===== src/rtl/axi_wr_arb_pkg.sv =====
// Shared types and helpers for the AXI write-port arbiter.
// No logic; constants only.
// Not applicable.
package axi_wr_arb_pkg;

    // The captured AW entry is sized for the widest supported configuration.
    // The top zero-fills and slices it down to the instance widths.
    localparam int AXI_ADDR_MAX = 64;
    localparam int AXI_LEN_W    = 8;
    localparam int AXI_ID_MAX   = 16;

    typedef enum logic {
        IDLE   = 1'b0,
        AW_OUT = 1'b1
    } aw_state_e;

    typedef struct packed {
        logic [AXI_ADDR_MAX-1:0] addr;
        logic [AXI_LEN_W-1:0]    len;
        logic [AXI_ID_MAX-1:0]   id;
    } aw_entry_t;

    // Requester-index width: clog2(n) with a floor of one bit.
    function automatic int idx_w(input int n);
        int r;
        r = 1;
        for (int i = 1; i < 31; i++) begin
            if ((1 << i) < n) begin
                r = i + 1;
            end
        end
        return r;
    endfunction

endpackage


===== src/rtl/axi_wr_arb_order_fifo.sv =====
// Order FIFO holding the requester index of each AW-granted burst.
// Latency: a push is visible at the head on the following cycle.
// Backpressure: o_full blocks pushes; a pop on an empty FIFO is ignored.
module axi_wr_arb_order_fifo #(
    parameter int DEPTH = 4,
    parameter int W     = 1
) (
    input  logic         clk,
    input  logic         reset,
    input  logic         i_push,
    input  logic [W-1:0] i_push_dat,
    input  logic         i_pop,
    output logic [W-1:0] o_head_dat,
    output logic         o_full,
    output logic         o_empty
);

    localparam int PW = $clog2(DEPTH);

    // Pointers carry one extra wrap bit to tell full from empty.
    logic [PW:0]  r_wr_ptr;
    logic [PW:0]  r_rd_ptr;
    logic [W-1:0] r_mem [DEPTH];

    assign o_empty    = (r_wr_ptr == r_rd_ptr);
    assign o_full     = (r_wr_ptr[PW] != r_rd_ptr[PW]) &&
                        (r_wr_ptr[PW-1:0] == r_rd_ptr[PW-1:0]);
    assign o_head_dat = r_mem[r_rd_ptr[PW-1:0]];

    // Storage array; contents are don't-care until written.
    always_ff @(posedge clk) begin
        if (i_push && !o_full) begin
            r_mem[r_wr_ptr[PW-1:0]] <= i_push_dat;
        end
    end

    // Pointer update; push and pop in the same cycle are both honoured.
    always_ff @(posedge clk) begin
        if (reset) begin
            r_wr_ptr <= '0;
            r_rd_ptr <= '0;
        end else begin
            if (i_push && !o_full) begin
                r_wr_ptr <= r_wr_ptr + 1'b1;
            end
            if (i_pop && !o_empty) begin
                r_rd_ptr <= r_rd_ptr + 1'b1;
            end
        end
    end

endmodule


===== src/rtl/axi_wr_arbiter.sv =====
// Shares one wide AXI write port among NUM_REQ requesters (RR AW, ordered W, indexed B); QoS via AXI_WR_ARB_QOS_EN.
// Latency: requester AW accept at cycle N gives m_awvalid at N+1; W and B paths are combinational.
// Backpressure: AW held until m_awready; no AW accepted while order FIFO full; W/B ready passed straight through.
module axi_wr_arbiter
    import axi_wr_arb_pkg::*;
#(
    parameter int  NUM_REQ    = 2,
    parameter int  ADDR_W     = 32,
    parameter int  DATA_W     = 64,
    parameter int  ID_W       = 4,
    parameter int  FIFO_DEPTH = 4,
    localparam int IDX_W      = idx_w(NUM_REQ)
) (
    input  logic                       clk,
    input  logic                       reset,
    input  logic [NUM_REQ-1:0]         req_awvalid,
    output logic [NUM_REQ-1:0]         req_awready,
    input  logic [NUM_REQ*ADDR_W-1:0]  req_awaddr,
    input  logic [NUM_REQ*8-1:0]       req_awlen,
    input  logic [NUM_REQ*ID_W-1:0]    req_awid,
`ifdef AXI_WR_ARB_QOS_EN
    input  logic [NUM_REQ*4-1:0]       req_awqos,
    output logic [3:0]                 m_awqos,
`endif
    input  logic [NUM_REQ-1:0]         req_wvalid,
    input  logic [NUM_REQ-1:0]         req_wlast,
    output logic [NUM_REQ-1:0]         req_wready,
    input  logic [NUM_REQ*DATA_W-1:0]  req_wdata,
    input  logic [NUM_REQ*DATA_W/8-1:0] req_wstrb,
    output logic [NUM_REQ-1:0]         req_bvalid,
    input  logic [NUM_REQ-1:0]         req_bready,
    output logic [1:0]                 req_bresp,
    output logic [ID_W-1:0]            req_bid,
    output logic                       m_awvalid,
    input  logic                       m_awready,
    output logic [ADDR_W-1:0]          m_awaddr,
    output logic [7:0]                 m_awlen,
    output logic [ID_W+IDX_W-1:0]      m_awid,
    output logic                       m_wvalid,
    input  logic                       m_wready,
    output logic                       m_wlast,
    output logic [DATA_W-1:0]          m_wdata,
    output logic [DATA_W/8-1:0]        m_wstrb,
    input  logic                       m_bvalid,
    output logic                       m_bready,
    input  logic [ID_W+IDX_W-1:0]      m_bid,
    input  logic [1:0]                 m_bresp,
    output logic                       bid_err
);

    localparam int MID_W = ID_W + IDX_W;
    localparam int STB_W = DATA_W / 8;

    aw_state_e        r_state;
    aw_state_e        w_state_nxt;
    aw_entry_t        r_aw;
    aw_entry_t        w_aw_nxt;
    logic [IDX_W-1:0] r_rr_ptr;
    logic [IDX_W-1:0] w_ptr_nxt;
    logic [IDX_W-1:0] w_cand;
    logic             w_cand_vld;
    int               w_scan;
    logic [IDX_W-1:0] w_scan_idx;
    logic             w_accept;
    logic             w_fifo_full;
    logic             w_fifo_empty;
    logic             w_fifo_pop;
    logic [IDX_W-1:0] w_head;
    logic [IDX_W-1:0] w_bidx;
    logic             w_bidx_ok;
    logic             r_bid_err;
    logic             w_unused_aw;
`ifdef AXI_WR_ARB_QOS_EN
    logic [3:0]       w_best_qos;
    logic [3:0]       r_awqos;
`endif

    // Candidate search starting at the RR pointer; with QoS the highest level wins and the earliest in RR order breaks ties.
    always_comb begin
        w_cand_vld = 1'b0;
        w_cand     = '0;
        w_scan     = 0;
        w_scan_idx = '0;
`ifdef AXI_WR_ARB_QOS_EN
        w_best_qos = '0;
`endif
        for (int o = 0; o < NUM_REQ; o++) begin
            w_scan = int'(r_rr_ptr) + o;
            if (w_scan >= NUM_REQ) begin
                w_scan = w_scan - NUM_REQ;
            end
            w_scan_idx = w_scan[IDX_W-1:0];
`ifdef AXI_WR_ARB_QOS_EN
            if (req_awvalid[w_scan_idx] &&
                (!w_cand_vld || (req_awqos[w_scan_idx*4 +: 4] > w_best_qos))) begin
                w_cand_vld = 1'b1;
                w_cand     = w_scan_idx;
                w_best_qos = req_awqos[w_scan_idx*4 +: 4];
            end
`else
            if (req_awvalid[w_scan_idx] && !w_cand_vld) begin
                w_cand_vld = 1'b1;
                w_cand     = w_scan_idx;
            end
`endif
        end
    end

    assign w_ptr_nxt = (int'(w_cand) == NUM_REQ - 1) ? '0 : w_cand + 1'b1;

    // AW FSM next state, requester ready and capture of the winning AW.
    always_comb begin
        w_state_nxt = r_state;
        w_aw_nxt    = r_aw;
        w_accept    = 1'b0;
        req_awready = '0;
        case (r_state)
            IDLE: begin
                if (w_cand_vld && !w_fifo_full) begin
                    w_accept                 = 1'b1;
                    req_awready[w_cand]      = 1'b1;
                    w_state_nxt              = AW_OUT;
                    w_aw_nxt                 = '0;
                    w_aw_nxt.addr[ADDR_W-1:0] = req_awaddr[w_cand*ADDR_W +: ADDR_W];
                    w_aw_nxt.len             = req_awlen[w_cand*8 +: 8];
                    w_aw_nxt.id[MID_W-1:0]   = {w_cand, req_awid[w_cand*ID_W +: ID_W]};
                end
            end
            AW_OUT: begin
                if (m_awready) begin
                    w_state_nxt = IDLE;
                end
            end
            default: w_state_nxt = IDLE;
        endcase
    end

    // AW state, output register stage and round-robin pointer.
    always_ff @(posedge clk) begin
        if (reset) begin
            r_state  <= IDLE;
            r_aw     <= '0;
            r_rr_ptr <= '0;
        end else begin
            r_state <= w_state_nxt;
            r_aw    <= w_aw_nxt;
            if (w_accept) begin
                r_rr_ptr <= w_ptr_nxt;
            end
        end
    end

`ifdef AXI_WR_ARB_QOS_EN
    // Winner's QoS is captured alongside the other AW fields.
    always_ff @(posedge clk) begin
        if (reset) begin
            r_awqos <= '0;
        end else if (w_accept) begin
            r_awqos <= req_awqos[w_cand*4 +: 4];
        end
    end

    assign m_awqos = r_awqos;
`endif

    assign m_awvalid   = (r_state == AW_OUT);
    assign m_awaddr    = r_aw.addr[ADDR_W-1:0];
    assign m_awlen     = r_aw.len;
    assign m_awid      = r_aw.id[MID_W-1:0];
    // Upper entry bits exist only for wider builds and are always zero here.
    assign w_unused_aw = ^r_aw;

    axi_wr_arb_order_fifo #(
        .DEPTH (FIFO_DEPTH),
        .W     (IDX_W)
    ) u_order_fifo (
        .clk        (clk),
        .reset      (reset),
        .i_push     (w_accept),
        .i_push_dat (w_cand),
        .i_pop      (w_fifo_pop),
        .o_head_dat (w_head),
        .o_full     (w_fifo_full),
        .o_empty    (w_fifo_empty)
    );

    // W steering: only the requester at the FIFO head reaches the wide port.
    always_comb begin
        m_wvalid   = 1'b0;
        m_wlast    = 1'b0;
        m_wdata    = '0;
        m_wstrb    = '0;
        req_wready = '0;
        if (!w_fifo_empty) begin
            m_wvalid           = req_wvalid[w_head];
            m_wlast            = req_wlast[w_head];
            m_wdata            = req_wdata[w_head*DATA_W +: DATA_W];
            m_wstrb            = req_wstrb[w_head*STB_W +: STB_W];
            req_wready[w_head] = m_wready;
        end
    end

    assign w_fifo_pop = m_wvalid & m_wready & m_wlast;

    assign w_bidx    = m_bid[MID_W-1:ID_W];
    assign w_bidx_ok = (int'(w_bidx) < NUM_REQ);
    assign req_bid   = m_bid[ID_W-1:0];
    assign req_bresp = m_bresp;

    // B steering by the index in the upper ID bits; unknown indices are sunk.
    always_comb begin
        req_bvalid = '0;
        m_bready   = 1'b1;
        if (w_bidx_ok) begin
            req_bvalid[w_bidx] = m_bvalid;
            m_bready           = req_bready[w_bidx];
        end
    end

    // Sticky flag for responses whose index matches no requester.
    always_ff @(posedge clk) begin
        if (reset) begin
            r_bid_err <= 1'b0;
        end else if (m_bvalid && !w_bidx_ok) begin
            r_bid_err <= 1'b1;
        end
    end

    assign bid_err = r_bid_err;

endmodule


===== config.mk =====
export PLATFORM = sky130hd
export DESIGN_NAME = axi_wr_arbiter
export DESIGN_NICKNAME = d
export VERILOG_FILES = /design/src/rtl/axi_wr_arb_pkg.sv /design/src/rtl/axi_wr_arb_order_fifo.sv /design/src/rtl/axi_wr_arbiter.sv
export SDC_FILE = /design/constraint.sdc
export NUM_CORES = 1
export LEC_CHECK = 0
export BUFFER_PORTS_ARGS = -buffer_cell sky130_fd_sc_hd__buf_2
export CAP_MARGIN = 20
export CORE_AREA = 4 4 149 151
export DETAILED_ROUTE_END_ITERATION = 8
export DIE_AREA = 0 0 153 155
export SLEW_MARGIN = 20
export SYNTH_ARGS = -nofsm -noshare
export SYNTH_HDL_FRONTEND = slang
export SYNTH_SLANG_ARGS = --single-unit

===== constraint.sdc =====
create_clock -name clk -period 3.9 [get_ports clk]
set_input_delay 0.195 -clock clk [delete_from_list [all_inputs] [get_ports clk]]
set_output_delay 0.195 -clock clk [all_outputs]
set_load 0.05 [all_outputs]

==> key figures, run 1 <==
Synthesis
  • Yosys cell types: 40
  • Top cells by area, synth: dfxtp_1 (29%), nand2_1 (14%), a221o_1 (12%), a21oi_1 (9.6%), nor3b_1 (8.8%)
  • Async S/R FF share, synth: 0%
  • Area share of the largest cell type after synthesis: 29.4%
  • Syn nets: 742
  • Synthesized area: 3750 um2
  • Main synth FF type: dfxtp_1
  • Synth warn: 0
  • Avg Cell Area, Syn: 7.73 um2
  • Post-synthesis sequential area ratio: 32.6%
  • #FFs+latches synth: 59
  • EDFF count, synth: 4
  • Cell taking the most area after synthesis: dfxtp_1
  • Mapped Cells: 485

Floorplan
  • Die ar.: 23700 um2
  • Die Span X: 153 um
  • Rows: 53
  • Die Y: 155 um
  • Initial core utilization: 18.0%
  • Core ar.: 20800 um2
  • IO Count: 386

Place
  • DP Area: 5750 um2
  • DP HPWL: 14900 um
  • GPL Wtd Cong: 0.916
  • Port Buffers: 372
  • Pre-CTS setup slack: 1.34 ns

Critical path
  • Worst EP required: 3.70 ns
  • Worst R2R Path Depth: 5
  • Crit Path Class: flip-flop to output pin
  • Reg-to-Reg End: m_awaddr[27]$_SDFFE_PP0P_
  • Crit Path Max Fanout: 44
  • Critical path capture point type: output pin
  • R2r startpoint: u_order_fifo.r_wr_ptr[1]$_SDFFE_PP0N_
  • Worst Path Arrival: 2.64 ns
  • Worst setup SP type: flip-flop
  • Reg2reg setup slack: 1.49 ns

Clocking
  • Clock transition at path regs: 0.06 ns
  • Worst-skew pair later-pin latency: 0.33 ns
  • Total clock buffers created by CTS: 9
  • Cts hold-fix bufs: 0
  • Post-cts resize count: 0
  • Clk buf depth: 2
  • Setup bufs post-CTS: 0
  • Depth of the CTS H-tree: 3
  • TritonCTS clock tree: built
  • CTS sink cnt: 59
  • Root buffer selected by CTS: clkbuf_16

Layout
  • Commonest non-fill, non-tap cell in the layout: buf_2
  • Diode count: 0
  • Fraction of layout instances using a drive strength above 1: 49.8%
  • Final Cell Area: 6070 um2
  • Filler cells: 2315
  • Most frequent cells in the layout: buf_2 (372), nand2_1 (144), a21oi_1 (72)
  • Synthesis-to-finish area growth: 62.0%
  • Final net count: 1080

Global routing
  • GRT Util Overall: 14.3%
  • Initial antenna violation count: 2
  • Largest net degree at the start of global routing: 75
  • Vias in the first global route: 4906
  • Gr ovfl total: 0
  • First-pass GRT wire length: 27100 um

Drt
  • Vias/cell: 4.44
  • First drt pass iteration count: 5
  • Initial DRC Count: 224
  • DRC Markers: 0
  • Final wirelength: 18400 um
  • Antenna Violating Nets Remaining: 0
  • DR vias: 4899
  • WL per Instance: 16.6 um

STA
  • Fmax: 352 MHz
  • Worst hold slack: 0.0866 ns
  • Number of hold violations in the final report: 0
  • Clock Skews: 0.00839 ns
  • Relative slew slack: 40.2%
  • Fin Setup TNS: 0 ns
  • Slew @ Worst Pin: 0.897 ns
  • Setup-failing EPs final: 0
  • Unrepaired setup endpoints after global routing: false
  • Fin crit share: 72.8%
  • Crit path time final: 2.84 ns
  • Setup ws final: 1.06 ns
  • Pins Over Slew Limit: 0

Pwr
  • Tot Pwr: 3.35 mW
  • Combinational Power Share: 52.7%
  • Sequential fraction of design power: 21.2%
  • Pwr per Cell Area: 551 nW/um2
  • Clock share of power: 26.1%
  • Pint: 1.68 mW
  • Net Sw Power: 1.67 mW
  • Maximum vdd drop: 0.270 mV
  • Pleak: 3.15 nW
  • Sw Share: 49.9%

Hold path
  • Worst min path class: input port to flip-flop
  • Worst Hold Launch: req_awaddr[5]
  • Endpoint, Worst Hold: m_awaddr[5]$_SDFFE_PP0P_
  • Hold depth: 2

Outcome
  • Outcome: completed

Run
  • Max_cap viols: 0
[critical path, cell delays in order (launching register included)]
cell     delay [ns]
dfxtp_1        0.33
mux4_2         0.80
buf_4          0.50
nand2_1        0.10
a21oi_1        0.24
buf_2          0.32
[registers in the layout, summed over array words and instances (netlist names), named ones only]
signal,count
r_rr_ptr,1
u_order_fifo.r_wr_ptr,3
u_order_fifo.r_mem,4
u_order_fifo.r_rd_ptr,3
m_awvalid,1
m_awlen,8
m_awid,5
m_awaddr,32
[synthesized netlist by cell type (all sizes together), types with 3 or more instances]
master / count
nand2: 144
a21oi: 72
dfxtp: 55
nor3b: 45
a221o: 44
buf: 29
clkbuf: 23
nor2: 15
mux2i: 7
and2: 6
ha: 5
inv: 5
mux2: 5
edfxtp: 4
nor3: 4
nor2b: 3
xor2: 3
[metal layers]
layer,GRT usage (%),wire length [um],up-vias
met5,0,15,-
met3,4.62,1820,24
met4,4.24,353,2
li1,-,-,2367
met1,16.9,7300,2213
met2,25.1,8860,293
[worst max path at each step]
stage | from | to | slack [ns] | depth (start not counted)
final | flip-flop | m_wdata[35] | 1.06 | 5
after global routing | flip-flop | m_wdata[35] | 0.90 | 5
after floorplan | flip-flop | m_wdata[54] | 1.61 | 6
after detailed placement | flip-flop | m_wdata[35] | 1.34 | 5
after CTS | flip-flop | m_wdata[35] | 0.98 | 5
after global placement | flip-flop | m_wdata[35] | 1.34 | 5
[power groups by stage]
stage / Combinational [mW] / Sequential [mW] / Clock, mW
after floorplan: 1.13 / 0.898 / 0
after global placement: 1.78 / 0.723 / 0
after detailed placement: 1.78 / 0.722 / 0
after CTS: 1.78 / 0.711 / 0.893
after global routing: 1.87 / 0.719 / 0.909
final: 1.76 / 0.710 / 0.872
[logic make-up after synthesis]
| group | share of synthesized area (%) |
|---|---|
| AO/OA/AOI/OAI | 22.8 |
| XOR/XNOR | 1.57 |
| adder cells (fa/ha/maj) | 1.67 |
| buffers and inverters | 7.91 |
| flip-flops | 32.6 |
| multiplexers | 4.17 |
| other | 0.100 |
| AND/OR/NAND/NOR | 29.2 |
[area by class of cell]
type	instances	area, um2	share of cell area [%]
clock inverters	6	86.3	1.42
multi-input cells	369	2240	36.8
inverters	5	18.8	0.309
repair buffers	379	1930	31.7
well taps	275	344	5.67
clock buffers	10	239	3.93
flip-flops and latches	59	1220	20.1
[stage by stage]
stage / util (%) / instances
2_1_floorplan: - / 485
3_3_place_gp: 27.6 / 1087
3_5_place_dp: 27.6 / 1087
4_1_cts: 29.2 / 1103
5_1_grt: 29.2 / 1103
6_report: 29.2 / 1103
(Power assumes the default switching activity.)
==> run 2, diff against run 1 <==
--- a/config.mk
+++ b/config.mk
@@ -7,9 +7,9 @@
 export LEC_CHECK = 0
 export BUFFER_PORTS_ARGS = -buffer_cell sky130_fd_sc_hd__buf_2
 export CAP_MARGIN = 20
-export CORE_AREA = 4 4 149 151
+export CORE_AREA = 4 4 147 149
 export DETAILED_ROUTE_END_ITERATION = 8
-export DIE_AREA = 0 0 153 155
+export DIE_AREA = 0 0 151 153
 export SLEW_MARGIN = 20
 export SYNTH_ARGS = -nofsm -noshare
 export SYNTH_HDL_FRONTEND = slang
==> constraint.sdc (replaced) <==
create_clock -name clk -period 2.84 [get_ports clk]
set_input_delay 0.142 -clock clk [delete_from_list [all_inputs] [get_ports clk]]
set_output_delay 0.142 -clock clk [all_outputs]
set_load 0.05 [all_outputs]
==> run 2 against run 1 <==
- combinational power rose by 39%
- count of clock-buffer cells in the layout is 2 higher
- routed wire length is 1.1% lower
- non-clock buffer count up 1
- worst hold slack worse by 0.050 ns
- largest cell class unchanged
==> key figures, run 2 (same netlist as run 1, synthesis figures left out) <==
Drt
  • DRC Markers: 0 (unchanged)
  • DR vias: 4894 (-0.10%)
  • Vias/cell: 4.45 (+0.17%)
  • Final wirelength: 18200 um (-1.1%)
  • Initial DRC Count: 159 (-29%)
  • Antenna Violating Nets Remaining: 0 (unchanged)
  • First drt pass iteration count: 4 (-1)
  • WL per Instance: 16.5 um (-0.82%)

Global routing
  • Vias in the first global route: 4557 (-7.1%)
  • Largest net degree at the start of global routing: 75 (unchanged)
  • First-pass GRT wire length: 25800 um (-4.7%)
  • GRT Util Overall: 14.4% (about the same)
  • Gr ovfl total: 0 (unchanged)
  • Initial antenna violation count: 2 (unchanged)

Floorplan
  • Die Span X: 151 um (-1.3%)
  • Rows: 52 (-1.9%)
  • Core ar.: 20200 um2 (-3.1%)
  • Die Y: 153 um (-1.3%)
  • IO Count: 386 (unchanged)
  • Die ar.: 23100 um2 (-2.6%)
  • Initial core utilization: 18.6% (+0.58 points)

Place
  • DP Area: 5770 um2 (+0.46%)
  • GPL Wtd Cong: 0.826 (-9.8%)
  • Port Buffers: 372 (unchanged)
  • DP HPWL: 14600 um (-1.8%)

STA
  • Slew @ Worst Pin: 0.644 ns (-0.253 ns)
  • Relative slew slack: 56.7% (+16 points)
  • Unrepaired setup endpoints after global routing: false
  • Number of hold violations in the final report: 0 (unchanged)
  • Fin Setup TNS: 0 ns (unchanged)
  • Fmax: 436 MHz
  • Pins Over Slew Limit: 0 (unchanged)
  • Crit path time final: 2.29 ns
  • Worst hold slack: 0.0364 ns (-0.0502 ns)
  • Fin crit share: 80.7%
  • Clock Skews: 0.00943 ns (+0.00104 ns)
  • Setup-failing EPs final: 0 (unchanged)

Layout
  • Commonest non-fill, non-tap cell in the layout: buf_2
  • Filler cells: 2213 (-4.4%)
  • Max reg flops: 32 (unchanged)
  • Synthesis-to-finish area growth: 61.6%
  • Final net count: 1081 (+0.093%)
  • Fraction of layout instances using a drive strength above 1: 49.7% (-0.060 points)
  • Most frequent cells in the layout: buf_2 (372), nand2_1 (144), a21oi_1 (72)
  • Final Cell Area: 6060 um2 (-0.27%)

Critical path
  • Worst setup SP type: flip-flop
  • CP top delay family: buffers and inverters
  • CP max-delay cell: dfxtp_1
  • Crit Path Max Fanout: 73 (+66%)
  • Crit path largest cell delay: 0.38 ns (-0.42 ns)
  • CP cell instances: mux2i_1 > mux2_2 > buf_12 > nand2_1 > a21oi_1 > buf_2
  • Critical path capture point type: output pin
  • Worst Path Arrival: 2.15 ns (-0.49 ns)
  • Crit Path Class: flip-flop to output pin
  • Worst EP required: 2.70 ns (-1.00 ns)
  • Crit path buf inv count: 2 (unchanged)

Clocking
  • Clk buf depth: 2 (unchanged)
  • Worst-skew pair later-pin latency: 0.32 ns (about the same)
  • Clock transition at path regs: 0.05 ns (about the same)
  • CTS sink cnt: 59 (unchanged)
  • Cts hold-fix bufs: 0 (unchanged)
  • TritonCTS clock tree: built
  • Setup bufs post-CTS: 0 (unchanged)
  • Root buffer selected by CTS: clkbuf_16
  • Depth of the CTS H-tree: 3 (unchanged)
  • Total clock buffers created by CTS: 9 (unchanged)
  • Post-cts resize count: 0 (unchanged)

Run
  • Max_cap viols: 0 (unchanged)

Pwr
  • Pwr per Cell Area: 731 nW/um2 (+33%)
  • Maximum vdd drop: 0.339 mV (+25%)
  • Pleak: 3.14 nW (-0.32%)

Hold path
  • Worst min path class: input port to flip-flop

Outcome
  • Outcome: completed
[run 2: changes by cell type in the layout (fill, tap and decap cells not counted), sizes merged]
cell,delta
clkbuf,+2
buf,+1
clkinvlp,+1
inv,-1
bufinv,-2
diode,+1
[run 2: worst paths after layout]
path / depth (start not counted) / endpoint / slack [ns] / startpoint
worst max-delay path: 6 / m_wdata[57] / 0.55 / flip-flop
worst min-delay path: 2 / m_awaddr[24]$_SDFFE_PP0P_ / 0.04 / req_awaddr[24]
worst max register to register: 5 / m_awlen[4]$_SDFFE_PP0P_ / 0.85 / u_order_fifo.r_wr_ptr[0]$_SDFFE_PP0N_
worst min register to register: 2 / m_awid[4]$_SDFFE_PP0P_ / 0.49 / m_awid[4]$_SDFFE_PP0P_
[run 2: worst register-to-register path: cells and delay by family (launching register included)]
kind / cells / cell delay, ns
AO/OA/AOI/OAI: 2 / 0.61
buffers and inverters: 1 / 0.38
AND/OR/NAND/NOR: 1 / 0.12
flip-flops: 1 / 0.46
XOR/XNOR: 1 / 0.31
[run 2: layout make-up]
| cell class | instances | area [um2] | share of cell area, % |
|---|---|---|---|
| diodes | 1 | 2.50 | 0.0413 |
| clock buffers | 12 | 256 | 4.23 |
| clock inverters | 4 | 23.8 | 0.392 |
| inverters | 5 | 18.8 | 0.310 |
| multi-input cells | 369 | 2240 | 36.9 |
| flip-flops and latches | 59 | 1220 | 20.2 |
| well taps | 270 | 338 | 5.58 |
| repair buffers | 380 | 1960 | 32.3 |
[run 2: power breakdown]
part           internal (mW)  switching (mW)
clock network          0.634           0.370
registers              0.926          0.0482
logic                  0.608            1.84
total                   2.17            2.26
[run 2: metal layers]
layer	vias to the layer above	wire [um]	global-route usage (%)	share of wire, %
li1	2373	-	-	-
met1	2223	6880	16.9	38
met2	275	8770	24.6	48
met3	21	2130	4.29	12
met4	2	368	5.05	2.0
met5	-	11	0	0.061
[run 2: per-stage QoR]
step                      setup WS [ns]  cells  total power, mW  util (%)
after floorplan                   0.605    485             2.78         -
after global placement            0.863   1083             3.46      28.6
after detailed placement          0.848   1083             3.46      28.6
after CTS                         0.512   1099             4.49      30.0
after global routing              0.447   1100             4.66      30.0
final                             0.548   1100             4.43      30.0
==> run 3, diff against run 2 <==
--- a/config.mk
+++ b/config.mk
@@ -5,11 +5,12 @@
 export SDC_FILE = /design/constraint.sdc
 export NUM_CORES = 1
 export LEC_CHECK = 0
+export ABC_AREA = 1
 export BUFFER_PORTS_ARGS = -buffer_cell sky130_fd_sc_hd__buf_2
 export CAP_MARGIN = 20
-export CORE_AREA = 4 4 147 149
+export CORE_AREA = 4 4 146 148
 export DETAILED_ROUTE_END_ITERATION = 8
-export DIE_AREA = 0 0 151 153
+export DIE_AREA = 0 0 150 152
 export SLEW_MARGIN = 20
 export SYNTH_ARGS = -nofsm -noshare
 export SYNTH_HDL_FRONTEND = slang
==> constraint.sdc (replaced) <==
create_clock -name clk -period 2.1 [get_ports clk]
set_input_delay 0.105 -clock clk [delete_from_list [all_inputs] [get_ports clk]]
set_output_delay 0.105 -clock clk [all_outputs]
set_load 0.05 [all_outputs]
==> run 3 against run 2 <==
- register-to-register slack got worse by 0.51 ns
- cell count rose by 20%
- first-iteration DRC count rose by 54%
- highest routed layer unchanged
- critical endpoint is now m_wdata[50]
==> key figures, run 3 <==
Hold path
  • Worst min path class: input port to flip-flop
  • Hold depth: 3 (+1)

Synthesis
  • #FFs+latches synth: 59 (unchanged)
  • Syn nets: 957 (+29%)
  • Async S/R FF share, synth: 0% (unchanged)
  • Post-synthesis sequential area ratio: 29.2% (-3.3 points)
  • Area share of the largest cell type after synthesis: 30.5% (+1.1 points)
  • Most numerous cell in the Yosys netlist: nand2_1
  • Cell taking the most area after synthesis: nand2_1
  • EDFF count, synth: 4 (unchanged)
  • Top cells by area, synth: nand2_1 (30%), dfxtp_1 (26%), a21oi_1 (15%), nand4_1 (6.9%), buf_2 (3.6%)
  • Avg Cell Area, Syn: 5.97 um2 (-23%)
  • Most frequent cells after synthesis: nand2_1 (339), a21oi_1 (122), dfxtp_1 (55), nand4_1 (46), buf_2 (30)
  • Mapped Cells: 700 (+44%)
  • Synth warn: 0 (unchanged)
  • Yosys cell types: 27 (-33%)
  • Main synth FF type: dfxtp_1
  • Synthesized area: 4180 um2 (+11%)

Critical path
  • Critical path capture point type: output pin
  • Worst setup SP type: flip-flop
  • Worst Setup EP: m_wdata[50]
  • Reg-to-Reg End: u_order_fifo.r_mem[1]$_DFFE_PP_
  • Crit Path Max Fanout: 38 (-48%)
  • CP Launch Point: u_order_fifo.r_mem[1]$_DFFE_PP_
  • R2r startpoint: u_order_fifo.r_wr_ptr[2]$_SDFFE_PP0N_
  • Worst EP required: 2.00 ns (-0.70 ns)
  • Crit Path Class: flip-flop to output pin
  • Worst Path Arrival: 1.85 ns (-0.30 ns)
  • Worst R2R Path Depth: 5 (unchanged)
  • Reg2reg setup slack: 0.34 ns (-0.51 ns)

Floorplan
  • IO Count: 386 (unchanged)
  • Rows: 52 (unchanged)
  • Core ar.: 20000 um2 (-0.65%)
  • Initial core utilization: 20.8% (+2.3 points)
  • Die Y: 152 um (-0.65%)
  • Die Span X: 150 um (-0.66%)
  • Die ar.: 22800 um2 (-1.3%)

Clocking
  • Total clock buffers created by CTS: 9 (unchanged)
  • Clk buf depth: 2 (unchanged)
  • CTS sink cnt: 59 (unchanged)
  • Clock transition at path regs: 0.05 ns (about the same)
  • Root buffer selected by CTS: clkbuf_16
  • Depth of the CTS H-tree: 3 (unchanged)
  • TritonCTS clock tree: built
  • Worst-skew pair later-pin latency: 0.32 ns (about the same)
  • Setup bufs post-CTS: 0 (unchanged)
  • Cts hold-fix bufs: 0 (unchanged)

STA
  • Clock Skews: 0.00607 ns (-0.00335 ns)
  • Unrepaired setup endpoints after global routing: false
  • Setup-failing EPs final: 0 (unchanged)
  • Fin crit share: 93.1%
  • Number of hold violations in the final report: 0 (unchanged)
  • Crit path time final: 1.95 ns
  • Pins Over Slew Limit: 0 (unchanged)
  • Fmax: 512 MHz
  • Fin Setup TNS: 0 ns (unchanged)

Drt
  • First drt pass iteration count: 5 (+1)
  • DR vias: 5973 (+22%)
  • DRC Markers: 0 (unchanged)
  • Antenna Violating Nets Remaining: 0 (unchanged)
  • Vias/cell: 4.52 (+1.6%)
  • Final wirelength: 20500 um (+13%)
  • Initial DRC Count: 245 (+54%)
  • WL per Instance: 15.5 um (-6.0%)

Layout
  • Filler cells: 2265 (+2.3%)
  • Synthesis-to-finish area growth: 60.6%
  • Final net count: 1297 (+20%)
  • Max reg flops: 32 (unchanged)
  • Most frequent cells in the layout: buf_2 (358), nand2_1 (338), a21oi_1 (118)
  • FF+latch area: 1220 um2 (unchanged)
  • Fraction of layout instances using a drive strength above 1: 40.9% (-8.8 points)
  • Final Cell Area: 6710 um2 (+11%)
  • Commonest non-fill, non-tap cell in the layout: buf_2
  • Layout Utilization: 33.5% (+3.4 points)
  • Multi-input gate area: 2540 um2 (+13%)

Global routing
  • Vias in the first global route: 5569 (+22%)
  • First-pass GRT wire length: 29600 um (+14%)
  • Gr ovfl total: 0 (unchanged)
  • Initial antenna violation count: 10 (+8)
  • GRT Util Overall: 16.4% (+2.0 points)
  • Largest net degree at the start of global routing: 76 (+1.3%)

Pwr
  • Pleak: 3.69 nW (+18%)
  • Tot Pwr: 7.47 mW (+69%)
  • Maximum vdd drop: 0.300 mV (-12%)
  • Pwr per Cell Area: 1110 nW/um2 (+52%)

Outcome
  • Outcome: completed

Run
  • Max_cap viols: 0 (unchanged)

Place
  • GPL Wtd Cong: 0.853 (+3.2%)
  • DP HPWL: 16300 um (+11%)
  • DP Area: 6290 um2 (+8.9%)
  • Port Buffers: 372 (unchanged)
## run 3: cell count changes after synthesis, moves of 5 or more
cell,previous run,this run
nand2_1,144,339
a21oi_1,72,122
nand4_1,0,46
a221o_1,44,0
nor3b_1,44,0
buf_2,9,30
inv_1,5,21
clkbuf_1,23,9
buf_4,7,15
nand3_1,1,8
and2_1,5,0
mux2i_1,5,0
## run 3: worst min-delay path by stage
stage	startpoint	endpoint
2_1_floorplan	m_awready	m_awvalid$_SDFF_PP0_
3_3_place_gp	m_bresp[0]	req_bresp[0]
3_5_place_dp	m_bresp[0]	req_bresp[0]
4_1_cts	m_awready	m_awvalid$_SDFF_PP0_
5_1_grt	m_awready	m_awvalid$_SDFF_PP0_
6_report	m_awready	m_awvalid$_SDFF_PP0_
## run 3: routing by layer
metal  track usage, %  vias up  part of all wire, %
met1             18.7     2678                   37
met5                0        -                 0.13
met4             5.88        4                  2.3
met2             28.1      312                   49
met3             5.69       28                   11
li1                 -     2951                    -
## run 3: critical path: stages (launching register included)
cell,delay (ns)
edfxtp_1,0.37
nand2_1,0.09
nand3_2,0.12
nand2_4,0.15
buf_12,0.21
nand2_1,0.11
a21oi_1,0.17
buf_2,0.29
## run 3: report_power, final
part           internal (mW)  total [mW]  leakage, nW  switching, mW
Sequential              1.24        1.31        0.490         0.0647
Clock                  0.982        1.48        0.147          0.498
Combinational           1.23        4.69         3.05           3.46
Total                   3.45        7.47         3.69           4.02
## run 3: final cells by class
| class | count | share of cell area, % |
|---|---|---|
| Tap cell | 270 | 5.04 |
| Clock inverter | 2 | 0.522 |
| Multi-Input combinational cell | 553 | 37.8 |
| Sequential cell | 59 | 18.2 |
| Antenna cell | 6 | 0.224 |
| Clock buffer | 14 | 3.94 |
| Timing Repair Buffer | 394 | 32.8 |
| Inverter | 23 | 1.44 |
## run 3: kinds of logic (layout without fill, tap and decap cells)
family,Yosys count,in the layout,synth area share [%]
AND/OR/NAND/NOR,416,416,41.2
AO/OA/AOI/OAI,125,125,15.2
buffers and inverters,88,433,11.1
flip-flops,59,59,29.2
adder cells (fa/ha/maj),5,5,1.50
XOR/XNOR,5,5,1.41
other,1,7,0.0898
multiplexers,1,1,0.270
## run 3: through the flow
step,hold slack [ns],setup WS [ns],cells
2_1_floorplan,0.287,0.0155,700
3_3_place_gp,0.210,0.298,1298
3_5_place_dp,0.210,0.324,1298
4_1_cts,0.0506,0.000828,1314
5_1_grt,0.0848,0.00874,1319
6_report,0.0659,0.145,1321
## run 3: timing repair
action / in CTS / in global routing
pin swaps: 0 / 1
gates cloned: 0 / 1
setup endpoints to repair: 2 / 76
gates resized for setup: 2 / 31
